==> config.mk <==
export PLATFORM = sky130hd
export DESIGN_NAME = seq_detect_flat
export DESIGN_NICKNAME = d
export VERILOG_FILES = /design/src/rtl/seq_detect_if.sv /design/src/rtl/seq_detect.sv /design/src/flat_wrapper.sv
export SDC_FILE = /design/constraint.sdc
export NUM_CORES = 1
export LEC_CHECK = 0
export BUFFER_PORTS_ARGS = -buffer_cell sky130_fd_sc_hd__buf_4
export CORE_ASPECT_RATIO = 0.8
export CORE_UTILIZATION = 40
export DETAILED_ROUTE_END_ITERATION = 7
export PLACE_DENSITY = 0.69
export SYNTH_ARGS = -nofsm -noshare
export SYNTH_HDL_FRONTEND = slang
export SYNTH_SLANG_ARGS = --single-unit
export TNS_END_PERCENT = 30
==> constraint.sdc <==
create_clock -name CP -period 2.2 [get_ports CP]
set_input_delay 0.11 -clock CP [delete_from_list [all_inputs] [get_ports CP]]
set_output_delay 0.11 -clock CP [all_outputs]
set_load 0.02 [all_outputs]
==> src/rtl/seq_detect_if.sv <==
// Serial pattern detector port bundle.
// Sampling inputs plus registered detector outputs.
interface seq_detect_if #(
  parameter int PAT_W = 4,
  parameter int CNT_W = 8
);
  logic             EN;
  logic             DIN;
  logic             HIT;
  logic [CNT_W-1:0] HIT_CNT;
  logic [PAT_W-1:0] WINDOW;

  modport master (
    output EN,
    output DIN,
    input  HIT,
    input  HIT_CNT,
    input  WINDOW
  );

  modport slave (
    input  EN,
    input  DIN,
    output HIT,
    output HIT_CNT,
    output WINDOW
  );
endinterface

==> src/rtl/seq_detect.sv <==
// Sliding-window serial pattern detector with a
// one-cycle hit pulse and a saturating match counter.
module seq_detect #(
  parameter int               PAT_W   = 4,
  parameter logic [PAT_W-1:0] PATTERN = 4'b1011,
  parameter bit               OVERLAP = 1'b1,
  parameter int               CNT_W   = 8
) (
  input  logic        CP,
  input  logic        RST,
  seq_detect_if.slave bus
);
  localparam int FW = $clog2(PAT_W + 1);

  logic [PAT_W-1:0] window;
  logic [PAT_W-1:0] nxt;
  logic [FW-1:0]    fill;
  logic [CNT_W-1:0] cnt;
  logic             hit;
  logic             match;

  assign nxt = {window[PAT_W-2:0], bus.DIN};

  // fill gate keeps reset zeros out of a match
  assign match = (nxt == PATTERN) &&
                 (fill >= FW'(PAT_W - 1));

  always_ff @(posedge CP) begin
    if (RST) begin
      window <= '0;
      fill   <= '0;
      hit    <= 1'b0;
      cnt    <= '0;
    end else if (bus.EN) begin
      window <= nxt;
      hit    <= match;
      if (match && (cnt != '1))
        cnt <= cnt + CNT_W'(1);
      if (match && !OVERLAP)
        fill <= '0;
      else if (fill != FW'(PAT_W))
        fill <= fill + FW'(1);
    end else begin
      hit <= 1'b0;
    end
  end

  assign bus.HIT     = hit;
  assign bus.HIT_CNT = cnt;
  assign bus.WINDOW  = window;
endmodule
==> src/flat_wrapper.sv <==
// flat-port wrapper written by rule: the top's interface ports become plain ports
module seq_detect_flat 
#(
  parameter int               PAT_W   = 4,
  parameter logic [PAT_W-1:0] PATTERN = 4'b1011,
  parameter bit               OVERLAP = 1'b1,
  parameter int               CNT_W   = 8
)
  (CP, RST, bus_EN, bus_DIN, bus_HIT, bus_HIT_CNT, bus_WINDOW);
  seq_detect_if #(.PAT_W(PAT_W), .CNT_W(CNT_W)) bus_i ();
  input  logic CP;
  input  logic RST;
  input wire logic [$bits(bus_i.EN)-1:0] bus_EN;
  input wire logic [$bits(bus_i.DIN)-1:0] bus_DIN;
  output wire logic [$bits(bus_i.HIT)-1:0] bus_HIT;
  output wire logic [$bits(bus_i.HIT_CNT)-1:0] bus_HIT_CNT;
  output wire logic [$bits(bus_i.WINDOW)-1:0] bus_WINDOW;
  assign bus_i.EN = bus_EN;
  assign bus_i.DIN = bus_DIN;
  assign bus_HIT = bus_i.HIT;
  assign bus_HIT_CNT = bus_i.HIT_CNT;
  assign bus_WINDOW = bus_i.WINDOW;
  seq_detect #(.PAT_W(PAT_W), .PATTERN(PATTERN), .OVERLAP(OVERLAP), .CNT_W(CNT_W)) u_core (.CP(CP), .RST(RST), .bus(bus_i));
endmodule
==> report_table.html, run 1 <==
<table>
<tr><th>Metric</th><th>Value</th></tr>
<tr><th colspan="2">Logic synthesis</th></tr>
<tr><td>Post-Synthesis Net Count</td><td>93</td></tr>
<tr><td>Mapped cell area</td><td>between 700 and 800 µm²</td></tr>
<tr><td>Adder-cell share of the synthesized area</td><td>~6.6%</td></tr>
<tr><td>Number of warnings reported in the yosys synthesis log</td><td>0</td></tr>
<tr><td>Count of different cell masters after synthesis</td><td>27</td></tr>
<tr><td>Average instance area after synthesis</td><td>approximately 9 µm²</td></tr>
<tr><td>Share of synthesized cell area in and, or, nand and nor gates</td><td>a little over a fifth</td></tr>
<tr><td>Share of cell area taken by muxes after synthesis</td><td>under 10%</td></tr>
<tr><td>Largest family of logic cells by synthesized area</td><td>simple AND/OR/NAND/NOR gates</td></tr>
<tr><td>Complex-gate fraction of the synthesized area</td><td>about 15%</td></tr>
<tr><td>Share of synthesized area occupied by flip-flops and latches</td><td>a little over two fifths</td></tr>
<tr><td>Cells after synthesis</td><td>85</td></tr>
<tr><td>Xor/xnor cell area share of the yosys netlist</td><td>under 10%</td></tr>
<tr><td>Flop and latch count out of synthesis</td><td>16</td></tr>
<tr><th colspan="2">Hold path</th></tr>
<tr><td>Hold Crit Start</td><td>bus_DIN</td></tr>
<tr><td>Hold Path Sink</td><td>u_core.bus.WINDOW[0]</td></tr>
<tr><td>Hold path cells</td><td>3</td></tr>
<tr><td>Hold/Removal Path Class</td><td>input port to flop</td></tr>
<tr><th colspan="2">STA</th></tr>
<tr><td>Number of failing hold endpoints at the final stage</td><td>0</td></tr>
<tr><td>Slew at the pin closest to its max-slew limit</td><td>roughly 0.58 ns</td></tr>
<tr><td>Fraction of the cycle the final worst path needs</td><td>between 90% and 100%</td></tr>
<tr><td>Max Clock Freq</td><td>just under 0.5 GHz</td></tr>
<tr><td>Skew final</td><td>between 0.0006 and 0.0007 ns</td></tr>
<tr><td>Final critical path time including I/O delays and setup</td><td>2.06 ns</td></tr>
<tr><td>Setup repair after global routing missed its margin</td><td>false</td></tr>
<tr><td>Final setup violation count</td><td>0</td></tr>
<tr><td>Final hold slack</td><td>about 0.085 ns</td></tr>
<tr><td>Pins over their slew limit</td><td>0</td></tr>
<tr><td>Worst-case headroom to the max-slew limit</td><td>61.5%</td></tr>
<tr><td>Setup total negative slack</td><td>0 ns</td></tr>
<tr><th colspan="2">Clock tree</th></tr>
<tr><td>Max Root-Sink Buffers</td><td>2</td></tr>
<tr><td>Hold-fix buffer count after cts</td><td>0</td></tr>
<tr><td>Total number of clock tree sinks</td><td>16</td></tr>
<tr><td>Clock-pin slew of the registers on the worst-case setup and hold paths</td><td>around 0.09 ns</td></tr>
<tr><td>CTS resizes</td><td>0</td></tr>
<tr><td>TritonCTS clock tree</td><td>yes</td></tr>
<tr><td>Post-CTS repair timing setup buffer count</td><td>0</td></tr>
<tr><td>H-tree levels</td><td>1</td></tr>
<tr><td>Clock tree root driver cell</td><td>sky130_fd_sc_hd__clkbuf_4</td></tr>
<tr><td>Cts bufs inserted</td><td>3</td></tr>
<tr><td>Insertion delay to the later sink of the worst-skew pair</td><td>approximately 0.28 ns</td></tr>
<tr><th colspan="2">Critical path</th></tr>
<tr><td>Destination of the worst register-to-register timing path</td><td>u_core.bus.HIT_CNT[5]</td></tr>
<tr><td>FF-to-FF path depth</td><td>6</td></tr>
<tr><td>Worst Path Arrival</td><td>2.24 ns</td></tr>
<tr><td>Nature of the critical path startpoint</td><td>flop</td></tr>
<tr><td>Critical-path maximum fanout</td><td>9</td></tr>
<tr><td>Worst Path Class, Setup</td><td>flop to flop</td></tr>
<tr><td>Startpoint of the worst register-to-register path</td><td>u_core.fill[1]</td></tr>
<tr><td>Register-to-register path setup slack</td><td>approximately 0.14 ns</td></tr>
<tr><td>Worst path required time</td><td>around 2.4 ns</td></tr>
<tr><td>Element type at the critical path end</td><td>flop</td></tr>
<tr><th colspan="2">Pwr</th></tr>
<tr><td>Worst IR drop on VDD</td><td>between 0.3 and 0.4 mV</td></tr>
<tr><td>Switching part of the total power</td><td>22.5%</td></tr>
<tr><td>Reg power frac</td><td>between 50% and 60%</td></tr>
<tr><td>Internal power</td><td>419 µW</td></tr>
<tr><td>Leakage power</td><td>0.000381 µW</td></tr>
<tr><td>Total power consumption of the routed design</td><td>about 540 µW</td></tr>
<tr><td>Areal power density over the cells</td><td>575 mW/mm²</td></tr>
<tr><td>Switching power of the nets</td><td>between 100 and 150 µW</td></tr>
<tr><td>Proportion of power drawn by combinational gates</td><td>under 10%</td></tr>
<tr><td>Share of power burned in the clock network</td><td>35.5%</td></tr>
<tr><th colspan="2">Routing</th></tr>
<tr><td>Average wire per cell in the routed design</td><td>approximately 12 µm</td></tr>
<tr><td>Routed Antenna Nets</td><td>0</td></tr>
<tr><td>Iteration-0 DRC count of the detailed router</td><td>14</td></tr>
<tr><td>Count of unresolved DRC violations after routing</td><td>0</td></tr>
<tr><td>Detailed-route via count</td><td>approximately 670</td></tr>
<tr><td>Final wirelength</td><td>around 1500 µm</td></tr>
<tr><td>Routed via count divided by cell count</td><td>around 5.4</td></tr>
<tr><td>DRT Pass-1 Iters</td><td>4</td></tr>
<tr><th colspan="2">Final layout</th></tr>
<tr><td>Count of antenna diodes in the layout</td><td>0</td></tr>
<tr><td>Share of layout cells above drive strength 1</td><td>25.2%</td></tr>
<tr><td>Commonest non-fill, non-tap cells in the layout</td><td>sky130_fd_sc_hd__buf_4 (19), sky130_fd_sc_hd__dfxtp_1 (16), sky130_fd_sc_hd__nor2_1 (10), sky130_fd_sc_hd__a21oi_1 (9), sky130_fd_sc_hd__inv_1 (6)</td></tr>
<tr><td>Finished Layout Cells</td><td>about 130</td></tr>
<tr><td>Relative area change from synthesis to final layout</td><td>23.9%</td></tr>
<tr><td>Number of fillers in the final layout</td><td>155</td></tr>
<tr><td>Commonest non-fill, non-tap cell in the layout</td><td>sky130_fd_sc_hd__buf_4</td></tr>
<tr><td>Nets@finish</td><td>roughly 110</td></tr>
<tr><th colspan="2">Placed design</th></tr>
<tr><td>Final RePlAce weighted congestion</td><td>0.752</td></tr>
<tr><td>Port buffer count</td><td>16</td></tr>
<tr><td>Cell count after placement</td><td>around 120</td></tr>
<tr><td>HPWL after DPL</td><td>roughly 1100 µm</td></tr>
<tr><th colspan="2">Floorplan</th></tr>
<tr><td>Die H</td><td>around 41 µm</td></tr>
<tr><td>Total die area</td><td>~0.0021 mm²</td></tr>
<tr><td>Initial core utilization</td><td>44.8%</td></tr>
<tr><td>Core Footprint</td><td>between 0.0015 and 0.002 mm²</td></tr>
<tr><td>DIE WIDTH</td><td>between 50 and 60 µm</td></tr>
<tr><td>Count of boundary I/O pins</td><td>17</td></tr>
<tr><td>Row cnt</td><td>13</td></tr>
<tr><th colspan="2">Run</th></tr>
<tr><td>Max-capacitance violation count</td><td>0</td></tr>
<tr><th colspan="2">Global routing</th></tr>
<tr><td>Pin count of the biggest net entering global routing</td><td>18</td></tr>
<tr><td>Total track usage</td><td>15.3%</td></tr>
<tr><td>First-pass GRT wire length</td><td>~2200 µm</td></tr>
<tr><td>Total global routing overflow</td><td>0</td></tr>
<tr><td>Via count of the first global-routing pass</td><td>510</td></tr>
<tr><td>Initial antenna violation count</td><td>0</td></tr>
<tr><th colspan="2">Status</th></tr>
<tr><td>Result of the run</td><td>finished, final reports clean</td></tr>
</table>
## flip-flops by register name (all words and copies together) (netlist names)
| name | cells |
|---|---|
| u_core.bus.HIT_CNT | 8 |
| u_core.bus.WINDOW | 4 |
| u_core.fill | 3 |
| u_core.bus.HIT | 1 |
## cells by family after synthesis
family,Yosys count
compound gates,19
xor+xnor,1
fa+ha+maj,4
buf+inv,11
flops,16
mux,5
simple gates,29
## power groups by stage
stage,clock network (µW),registers [µW],logic [µW]
3_5_place_dp,0,309,46.5
4_1_cts,202,302,46.8
3_3_place_gp,0,308,45.1
5_1_grt,211,303,52.0
6_report,192,302,46.4
2_1_floorplan,0,311,28.5
## layout make-up
cell class                 instances  area, µm²  share of cell area [%]
clock buffer                       4       36.3                    3.86
inverter                           6       22.5                    2.40
multi-input combinational         58        390                    41.5
sequential                        16        320                    34.1
tap                               22       27.5                    2.93
timing repair buffer              19        143                    15.2
## cell usage after synthesis
master / n / area [µm²]
sky130_fd_sc_hd__a211oi_1: 1 / 7.51
sky130_fd_sc_hd__a21boi_0: 1 / 7.51
sky130_fd_sc_hd__a21oi_1: 9 / 45.0
sky130_fd_sc_hd__buf_2: 2 / 10.0
sky130_fd_sc_hd__buf_6: 1 / 11.3
sky130_fd_sc_hd__clkbuf_1: 2 / 7.51
sky130_fd_sc_hd__dfxtp_1: 16 / 320
sky130_fd_sc_hd__ha_1: 4 / 50.1
sky130_fd_sc_hd__inv_1: 6 / 22.5
sky130_fd_sc_hd__mux2_2: 1 / 11.3
sky130_fd_sc_hd__mux2i_1: 4 / 40.0
sky130_fd_sc_hd__nand2_1: 2 / 7.51
sky130_fd_sc_hd__nand2b_1: 1 / 6.26
sky130_fd_sc_hd__nand3_1: 4 / 20.0
sky130_fd_sc_hd__nand3_2: 1 / 10.0
sky130_fd_sc_hd__nand4_1: 1 / 6.26
sky130_fd_sc_hd__nor2_1: 10 / 37.5
sky130_fd_sc_hd__nor2b_1: 1 / 6.26
sky130_fd_sc_hd__nor4_1: 1 / 6.26
sky130_fd_sc_hd__o21ai_0: 3 / 15.0
sky130_fd_sc_hd__o31ai_1: 3 / 22.5
sky130_fd_sc_hd__o41ai_1: 2 / 17.5
sky130_fd_sc_hd__or3_1: 2 / 12.5
sky130_fd_sc_hd__or3b_1: 1 / 8.76
sky130_fd_sc_hd__or4_1: 4 / 30.0
sky130_fd_sc_hd__or4b_1: 1 / 10.0
sky130_fd_sc_hd__xnor2_1: 1 / 8.76
## per-stage QoR
step / instance area (µm²) / setup slack (ns) / utilization [%]
floorplan: 758 / 0.141 / -
global placement: 900 / 0.113 / 53.2
detailed placement: 900 / 0.0296 / 53.2
CTS: 936 / 0.00935 / 55.3
global route: 940 / 0.0273 / 55.5
finish: 940 / 0.135 / 55.5
## worst max-delay path by stage
stage	from	to	slack (ns)	depth (start not counted)
floorplan	u_core.fill[0]	u_core.bus.HIT_CNT[5]	0.14	7
global placement	u_core.fill[1]	u_core.bus.HIT_CNT[5]	0.11	6
detailed placement	u_core.fill[1]	u_core.bus.HIT_CNT[5]	0.03	6
CTS	u_core.fill[1]	u_core.bus.HIT_CNT[5]	0.009	6
global route	u_core.fill[1]	u_core.bus.HIT_CNT[5]	0.03	6
finish	u_core.fill[1]	u_core.bus.HIT_CNT[5]	0.14	6
## routing by layer
layer	GRT usage, %	vias up	part of all wire (%)
li1	-	342	-
met1	17.8	309	48
met2	25.3	21	45
met3	6.67	2	5.6
met4	6.25	0	0.82
met5	0	-	0
## critical path, cell delays in order, from the launching register on
cell	delay [ns]
sky130_fd_sc_hd__dfxtp_1	0.36
sky130_fd_sc_hd__ha_1	0.16
sky130_fd_sc_hd__ha_1	0.14
sky130_fd_sc_hd__a211oi_1	0.05
sky130_fd_sc_hd__or4b_4	0.57
sky130_fd_sc_hd__nor4_1	0.32
sky130_fd_sc_hd__mux2_2	0.37
No activity file was read; power rests on OpenSTA's default activity.
==> inputs of run 2 (changes only) <==
ABC_AREA = 0   (was default)
CORE_ASPECT_RATIO = default   (was 0.8)
CORE_UTILIZATION = 46   (was 40)
PLACE_DENSITY = 0.77   (was 0.69)
==> report_table.html, run 2 (same netlist as run 1, synthesis figures left out) <==
<table>
<tr><th>Metric</th><th>Value</th></tr>
<tr><th colspan="2">Status</th></tr>
<tr><td>Result of the run</td><td>finished, final reports clean</td></tr>
<tr><th colspan="2">Routing</th></tr>
<tr><td>DRT Pass-1 Iters</td><td>4</td></tr>
<tr><td>Count of unresolved DRC violations after routing</td><td>0</td></tr>
<tr><td>Routed via count divided by cell count</td><td>between 5 and 6</td></tr>
<tr><td>Detailed-route via count</td><td>approximately 660</td></tr>
<tr><td>Average wire per cell in the routed design</td><td>12.1 µm</td></tr>
<tr><td>Final wirelength</td><td>1440 µm</td></tr>
<tr><td>Routed Antenna Nets</td><td>0</td></tr>
<tr><td>Iteration-0 DRC count of the detailed router</td><td>12</td></tr>
<tr><th colspan="2">Global routing</th></tr>
<tr><td>Via count of the first global-routing pass</td><td>around 600</td></tr>
<tr><td>Pin count of the biggest net entering global routing</td><td>18</td></tr>
<tr><td>Total global routing overflow</td><td>0</td></tr>
<tr><td>Total track usage</td><td>18.0%</td></tr>
<tr><td>First-pass GRT wire length</td><td>between 2000 and 2500 µm</td></tr>
<tr><td>Initial antenna violation count</td><td>0</td></tr>
<tr><th colspan="2">Clock tree</th></tr>
<tr><td>Post-CTS repair timing setup buffer count</td><td>0</td></tr>
<tr><td>Insertion delay to the later sink of the worst-skew pair</td><td>0.29 ns</td></tr>
<tr><td>Cts bufs inserted</td><td>3</td></tr>
<tr><td>Max Root-Sink Buffers</td><td>2</td></tr>
<tr><td>Clock tree root driver cell</td><td>sky130_fd_sc_hd__clkbuf_4</td></tr>
<tr><td>Clock-pin slew of the registers on the worst-case setup and hold paths</td><td>approximately 0.080 ns</td></tr>
<tr><td>TritonCTS clock tree</td><td>yes</td></tr>
<tr><td>H-tree levels</td><td>1</td></tr>
<tr><td>Total number of clock tree sinks</td><td>16</td></tr>
<tr><th colspan="2">STA</th></tr>
<tr><td>Skew final</td><td>roughly 0.0014 ns</td></tr>
<tr><td>Final critical path time including I/O delays and setup</td><td>approximately 2.1 ns</td></tr>
<tr><td>Slew at the pin closest to its max-slew limit</td><td>around 0.52 ns</td></tr>
<tr><td>Setup repair after global routing missed its margin</td><td>false</td></tr>
<tr><td>Worst-case headroom to the max-slew limit</td><td>between 60% and 70%</td></tr>
<tr><td>Fraction of the cycle the final worst path needs</td><td>95.0%</td></tr>
<tr><td>Final setup violation count</td><td>0</td></tr>
<tr><td>Worst setup slack after layout</td><td>~0.11 ns</td></tr>
<tr><td>Max Clock Freq</td><td>roughly 0.48 GHz</td></tr>
<tr><td>Setup total negative slack</td><td>0 ns</td></tr>
<tr><td>Pins over their slew limit</td><td>0</td></tr>
<tr><td>Number of failing hold endpoints at the final stage</td><td>0</td></tr>
<tr><th colspan="2">Pwr</th></tr>
<tr><td>Switching power of the nets</td><td>between 100 and 150 µW</td></tr>
<tr><td>Share of power burned in the clock network</td><td>a little over a third</td></tr>
<tr><td>Total power consumption of the routed design</td><td>approximately 540 µW</td></tr>
<tr><td>Internal power</td><td>about 420 µW</td></tr>
<tr><td>Worst IR drop on VDD</td><td>~0.49 mV</td></tr>
<tr><td>Reg power frac</td><td>55.8%</td></tr>
<tr><td>Leakage power</td><td>between 0.0003 and 0.0004 µW</td></tr>
<tr><td>Switching part of the total power</td><td>between 20 and 25%</td></tr>
<tr><td>Proportion of power drawn by combinational gates</td><td>~9.0%</td></tr>
<tr><td>Areal power density over the cells</td><td>580 mW/mm²</td></tr>
<tr><th colspan="2">Critical path</th></tr>
<tr><td>Worst Path Class, Setup</td><td>flop to flop</td></tr>
<tr><td>Element type at the critical path end</td><td>flop</td></tr>
<tr><td>CP max stage cell</td><td>sky130_fd_sc_hd__or4b_4</td></tr>
<tr><td>Cell seen most often among critical-path stages</td><td>sky130_fd_sc_hd__ha_1</td></tr>
<tr><td>Nature of the critical path startpoint</td><td>flop</td></tr>
<tr><td>Worst path required time</td><td>~2.4 ns</td></tr>
<tr><td>Critical-path maximum fanout</td><td>10</td></tr>
<tr><td>Critical path's largest stage delay</td><td>roughly 0.58 ns</td></tr>
<tr><td>Cells traversed along the worst timing path</td><td>ha_1 &gt; ha_1 &gt; a211oi_1 &gt; or4b_4 &gt; nor4_1 &gt; mux2_2</td></tr>
<tr><td>Worst Path Arrival</td><td>~2.3 ns</td></tr>
<tr><th colspan="2">Floorplan</th></tr>
<tr><td>Count of boundary I/O pins</td><td>17</td></tr>
<tr><td>Die H</td><td>~43 µm</td></tr>
<tr><td>Total die area</td><td>between 0.0015 and 0.002 mm²</td></tr>
<tr><td>Row cnt</td><td>14</td></tr>
<tr><td>DIE WIDTH</td><td>42.6 µm</td></tr>
<tr><td>Initial core utilization</td><td>about half</td></tr>
<tr><td>Core Footprint</td><td>~0.0015 mm²</td></tr>
<tr><th colspan="2">Placed design</th></tr>
<tr><td>Port buffer count</td><td>16</td></tr>
<tr><td>Pre-CTS worst setup slack</td><td>0.0115 ns</td></tr>
<tr><td>HPWL after DPL</td><td>between 1000 and 1500 µm</td></tr>
<tr><td>Final RePlAce weighted congestion</td><td>roughly 0.75</td></tr>
<tr><th colspan="2">Run</th></tr>
<tr><td>Max-capacitance violation count</td><td>0</td></tr>
<tr><th colspan="2">Final layout</th></tr>
<tr><td>Nets@finish</td><td>around 110</td></tr>
<tr><td>Flip-flop count of the largest register after layout</td><td>8</td></tr>
<tr><td>Commonest non-fill, non-tap cell in the layout</td><td>sky130_fd_sc_hd__buf_4</td></tr>
<tr><td>Count of antenna diodes in the layout</td><td>0</td></tr>
<tr><td>Relative area change from synthesis to final layout</td><td>22.9%</td></tr>
<tr><td>Commonest non-fill, non-tap cells in the layout</td><td>sky130_fd_sc_hd__buf_4 (19), sky130_fd_sc_hd__dfxtp_1 (16), sky130_fd_sc_hd__nor2_1 (10), sky130_fd_sc_hd__a21oi_1 (9), sky130_fd_sc_hd__inv_1 (6)</td></tr>
<tr><td>Share of layout cells above drive strength 1</td><td>25.2%</td></tr>
<tr><th colspan="2">Hold path</th></tr>
<tr><td>Hold/Removal Path Class</td><td>input port to flop</td></tr>
</table>
## run 2: cell counts in the layout (fill, tap and decap cells not counted)
Identical to the previous run, type by type.
## run 2: path summary, 6_finish.rpt
path / end / slack, ns / cells past startpoint / from
hold reg to reg: u_core.bus.WINDOW[3] / 0.51 / 2 / u_core.bus.WINDOW[3]
setup reg to reg: u_core.bus.HIT_CNT[5] / 0.11 / 6 / u_core.fill[1]
hold / removal: u_core.bus.WINDOW[0] / 0.08 / 3 / bus_DIN
setup / recovery: u_core.bus.HIT_CNT[5] / 0.11 / 6 / u_core.fill[1]
## run 2: final cells by class
cell class	instances	area, µm²
Tap cell	16	20.0
Sequential cell	16	320
Multi-Input combinational cell	58	390
Clock buffer	4	36.3
Fill cell	129	592
Inverter	6	22.5
Timing Repair Buffer	19	143
## run 2: metal layers
metal / vias to the layer above / part of all wire [%] / track usage, %
met5: - / 0 / 0
met4: 0 / 0.97 / 7.50
met3: 3 / 5.0 / 7.76
met2: 18 / 50 / 32.3
met1: 302 / 44 / 17.9
li1: 341 / - / -
## run 2: through the flow
step | hold slack, ns | std cells | util [%] | instance area, µm²
3_3_place_gp | 0.365 | 115 | 58.5 | 892
3_5_place_dp | 0.380 | 115 | 58.5 | 892
6_report | 0.0756 | 119 | 61.2 | 932
5_1_grt | 0.0707 | 119 | 61.2 | 932
2_1_floorplan | 0.257 | 85 | - | 758
4_1_cts | 0.0712 | 119 | 61.2 | 932
## run 2: worst max-delay path, delay by kind of cell, from the launching register on
kind,cells,cell delay [ns]
compound gates,1,0.05
fa+ha+maj,2,0.30
flops,1,0.37
mux,1,0.36
simple gates,2,0.90
## run 2: repair_timing
action                                  in CTS  in global routing
hold buffers                                 0                  0
endpoints found under the setup margin       1                  0
resized for setup                            1                  0
## run 2: power by group through the flow
stage / Combinational [µW] / Clock [µW] / Sequential, µW
after floorplan: 28.5 / 0 / 311
after global placement: 44.6 / 0 / 308
after detailed placement: 48.5 / 0 / 309
after CTS: 49.1 / 198 / 302
after global routing: 54.1 / 210 / 303
final: 48.8 / 190 / 302
